### config.mk
export PLATFORM = sky130hd
export DESIGN_NAME = spike_weight_accumulator
export DESIGN_NICKNAME = d
export VERILOG_FILES = /design/src/rtl/snn_pkg.sv /design/src/rtl/spike_edge_detect.sv /design/src/rtl/spike_weight_accumulator.sv
export SDC_FILE = /design/constraint.sdc
export NUM_CORES = 1
export LEC_CHECK = 0
export BUFFER_PORTS_ARGS = -buffer_cell sky130_fd_sc_hd__buf_2
export CAP_MARGIN = 30
export CORE_MARGIN = 1.5
export CORE_UTILIZATION = 55
export DETAILED_ROUTE_END_ITERATION = 8
export PLACE_DENSITY = 0.81
export SLEW_MARGIN = 10
export SYNTH_ARGS = -nofsm -noshare
export SYNTH_HDL_FRONTEND = slang
export SYNTH_SLANG_ARGS = --single-unit
### constraint.sdc
create_clock -name clk -period 3.3 [get_ports clk]
set_input_delay 0.165 -clock clk [delete_from_list [all_inputs] [get_ports clk]]
set_output_delay 0.165 -clock clk [all_outputs]
set_load 0.05 [all_outputs]
### src/rtl/snn_pkg.sv
// Shared constants for the spiking-neural-network blocks: default weight width
// and the accumulate-mode encodings.
package snn_pkg;
  localparam int WEIGHT_W  = 32;
  localparam int ACC_EDGE  = 1;
  localparam int ACC_LEVEL = 0;
endpackage

### src/rtl/spike_edge_detect.sv
// Rising-edge detector for a clk-synchronous spike line. spike_d clears on reset,
// so a line already high at release is reported as an edge.
module spike_edge_detect (
  input  logic clk,
  input  logic rst,
  input  logic in,
  output logic rise
);
  logic spike_d;

  always_ff @(posedge clk or negedge rst) begin
    if (!rst) spike_d <= 1'b0;
    else      spike_d <= in;
  end

  assign rise = in & ~spike_d;
endmodule

### src/rtl/spike_weight_accumulator.sv
// Per-synapse accumulator: adds spike_weight to a running total on every
// accumulate event, with a sticky overflow flag and optional clamping.
module spike_weight_accumulator
  import snn_pkg::*;
#(
  parameter int DATA_WIDTH = WEIGHT_W,
  parameter int SATURATE   = 1,
  parameter int EDGE_MODE  = ACC_EDGE
) (
  input  logic                  clk,
  input  logic                  rst,
  input  logic                  spike_in,
  input  logic [DATA_WIDTH-1:0] spike_weight,
  output logic [DATA_WIDTH-1:0] dout,
  output logic                  sat
);
  logic                acc_en;
  logic [DATA_WIDTH:0] sum;

  generate
    if (EDGE_MODE == ACC_EDGE) begin : g_edge
      spike_edge_detect u_edge (
        .clk  (clk),
        .rst  (rst),
        .in   (spike_in),
        .rise (acc_en)
      );
    end else begin : g_level
      assign acc_en = spike_in;
    end
  endgenerate

  // One extra bit so the carry-out reports overflow.
  assign sum = {1'b0, dout} + {1'b0, spike_weight};

  always_ff @(posedge clk or negedge rst) begin
    if (!rst) begin
      dout <= '0;
      sat  <= 1'b0;
    end else if (acc_en) begin
      if (sum[DATA_WIDTH]) begin
        sat  <= 1'b1;
        dout <= (SATURATE != 0) ? {DATA_WIDTH{1'b1}} : sum[DATA_WIDTH-1:0];
      end else begin
        dout <= sum[DATA_WIDTH-1:0];
      end
    end
  end
endmodule

==> flow_metrics.tcl <==
set metrics [dict create \
    status "completed" \
    crit_fanout 12 \
    crit_chain "ha_1 > fa_1 > a21o_1 > a221oi_2 > a22oi_2 > a41o_1 > a21oi_2 > and2_1 > nand2_4 > o22a_1" \
    p_clk_frac 0.130 \
    crit_type "reg -> reg" \
    grt_pass1_vias 2648 \
    finish.utilization 0.6844 \
    syn_area_um2 3062 \
    wl_met3_um 458 \
    nNetsFinal 482 \
    hold_violations 0 \
    max_slew.worst_pin.slew_ns 0.8059 \
    combPwrFrac 0.686 \
    syn-num-nets 423 \
    vdd_ir_drop_max_uv 587.4 \
    synth_top_family_by_area "compound AO/OA/AOI/OAI gates" \
    final.period_utilization 0.8810 \
    grt_pass1_wl_um 12560 \
    dr_wl_met2_um 3495 \
    cp.depth 10 \
    rows 26 \
    r2r_cells 10 \
    powerDensity_nw_per_um2 1044 \
    timing.setup.tns_ns 0 \
    yosys_warnings 0 \
    cp_slowest_cell "fa_1" \
    final.fill_count 438 \
    wirelength_um 7624 \
    synth_compound_area_frac 0.3224 \
    final_common_cell "buf_2" \
    relSlewSlack 0.4627 \
    numCtsBuffers 5 \
    via_count 2995 \
    postRouteAntennaNets 0 \
    fin_skew_ns 0.005789 \
    synth-simple-area-share 0.1402 \
    cts_root_buffer "clkbuf_8" \
    worst_path_largest_cell_delay_ns 0.41 \
    placed_cell_area_um2 3422 \
    worstSetupStartpoint "dout[0]" \
    synthAdderAreaFrac 0.1373 \
    via_per_inst 6.175 \
    final_cell_mix "buf_2 (67), a21oi_1 (41), nor2_1 (39)" \
    core_area_um2 5238 \
    die_h_um 77.61 \
    worstPathArrival_ns 3.08 \
    antennaDiodeCount 0 \
    r2r_start "dout[0]" \
    area_delta_synth_final_pct 17.08 \
    cp-end-kind "flop" \
    critPathLaunchType "flop" \
    synth_ff_type "dfrtp_1" \
    period_needed_ns 2.907 \
    slew_viol_final 0 \
    io_buffers 67 \
    swShare 0.5189 \
    total_power_uw 3741 \
    ys_seq_area_frac 0.2779 \
    cp_num_buf_inv 0 \
    gr-total-overflow 0 \
    p_leak_uw 0.001518 \
    ctsResizeCount 0 \
    power.switching_uw 1941 \
    numClockSinks 34 \
    dieArea_um2 6023 \
    gp_congestion 0.9129 \
    hold_class "in -> reg" \
    grt_usage 0.2596 \
    max_freq_ghz 0.3440 \
    drt_pre_antenna_iters 5 \
    die_x_um 77.61 \
    clk_path_buf_depth 2 \
    path_clk_slew_ns 0.07 \
    setup_viol 0 \
    yosys.area_share.xor_xnor 0.08010 \
    grt_max_degree 35 \
    synth_edf_count 0 \
    dp_hpwl_um 5665 \
    regToRegSetupSlack_ns 0.39 \
    drt_iter0_drc 194 \
    drc 0 \
    drv_cap 0 \
    drive_gt1_frac 0.2145 \
    insertion_delay_ns 0.29 \
    p_int_uw 1800 \
    critical_path.top_delay_family "compound AO/OA/AOI/OAI gates" \
    final_cell_area_um2 3585 \
    wire_per_inst_um 15.72 \
    htree_levels 2 \
    crit_end "dout[14]" \
    ys_ff_latch 34 \
    wl_met1_um 3569 \
    start_util 0.5846 \
    rr_endpoint "dout[14]" \
    seqPwrFrac 0.184 \
    rsz0062_at_grt "false" \
    fin_cells 485 \
    syn-mean-instance-area_um2 8.624 \
    grt_antenna_before_repair 0 \
    synthMuxAreaShare 0.003269 \
    syn_inst 355 \
    cts_tree "done" \
    synth_cell_type_count 52 \
    numPlacedInstances 475 \
    async_reset_ff_frac 1.000 \
    cp_data_required_time_ns 3.48 \
    io_pins 68 \
    cts_setup_buffers 0 \
    top_layer_used "met4" \
]
==> sequential cells by signal, indices dropped and copies added, names as in the netlist <==
| register | flops |
|---|---|
| dout | 32 |
| g_edge.u_edge.spike_d | 1 |
| sat | 1 |
==> worst min path at each step <==
stage,slack (ns),to,from,cells past startpoint
after floorplan,-0.13,dout[0],rst,0
after global placement,0.28,dout[16],rst,1
after detailed placement,0.30,g_edge.u_edge.spike_d,spike_in,1
after CTS,0.28,dout[0],spike_weight[0],4
after global routing,0.31,dout[0],spike_weight[0],4
final,0.28,dout[0],spike_weight[0],4
==> per-layer routing <==
layer,global-route usage,vias up
met3,0.04353,13
li1,-,1466
met1,0.3505,1384
met4,0.08000,0
met5,0,-
met2,0.4226,132
==> stage by stage <==
stage | hold slack [ns] | worst slack, ns
after floorplan | -0.1306 | 0.2138
after global placement | 0.2838 | 0.5196
after detailed placement | 0.2961 | 0.4315
after CTS | 0.2805 | 0.3912
after global routing | 0.3136 | 0.1826
final | 0.2839 | 0.3927
==> synthesized netlist by cell type (2+ instances only) <==
cell | count | area, µm²
nor3_1 | 2 | 10.01
o21ai_0 | 12 | 60.06
o211ai_1 | 2 | 15.01
a31oi_1 | 20 | 125.1
ha_1 | 32 | 400.4
and2_1 | 6 | 37.54
o21bai_1 | 4 | 30.03
and3_1 | 3 | 18.77
a21o_1 | 21 | 157.7
o221ai_1 | 2 | 17.52
buf_6 | 2 | 22.52
nand3_1 | 4 | 20.02
nand2_1 | 19 | 71.32
o22a_1 | 12 | 105.1
o41ai_1 | 3 | 26.28
dfrtp_1 | 34 | 850.8
xor2_1 | 10 | 87.58
nand2b_1 | 4 | 25.02
a211oi_1 | 3 | 22.52
xnor2_1 | 18 | 157.7
a21oi_2 | 2 | 17.52
a21oi_1 | 41 | 205.2
a221oi_1 | 2 | 17.52
inv_1 | 5 | 18.77
nand4_1 | 9 | 56.30
a41oi_1 | 2 | 17.52
buf_2 | 2 | 10.01
clkbuf_1 | 15 | 56.30
and4_1 | 3 | 26.28
nor2_1 | 39 | 146.4
==> worst min-delay path: cells and delay by family <==
family	cells	cell delay, ns
adder cells (fa/ha/maj)	1	0.12
buffers and inverters	1	0.08
AND/OR/NAND/NOR	1	0.04
AO/OA/AOI/OAI	1	0.13
==> power by group through the flow <==
stage | clock (µW) | combinational, µW | sequential [µW]
after floorplan | 0 | 1470 | 1200
after global placement | 0 | 2490 | 689
after detailed placement | 0 | 2520 | 697
after CTS | 495 | 2540 | 689
after global routing | 514 | 2770 | 712
final | 486 | 2570 | 688
==> area by class of cell <==
class	instances	area (µm²)	area share
sequential	34	850.8	0.2373
timing repair buffer	73	385.4	0.1075
clock buffer	6	82.58	0.02304
multi-input combinational	295	2100	0.5857
inverter	5	18.77	0.005236
tap	70	87.58	0.02443
clock inverter	2	60.06	0.01675
==> logic make-up after synthesis <==
group,count (synthesis)
fa+ha+maj,33
buf+inv,26
xor+xnor,28
mux,1
compound gates,142
simple gates,91
flops,34
==> timing repair <==
item | CTS | global route
endpoints found under the setup margin | 0 | 0
endpoints found under the hold margin | 22 | 0
hold buffers | 2 | 0
Note: power is estimated with default switching activity, not from simulation.
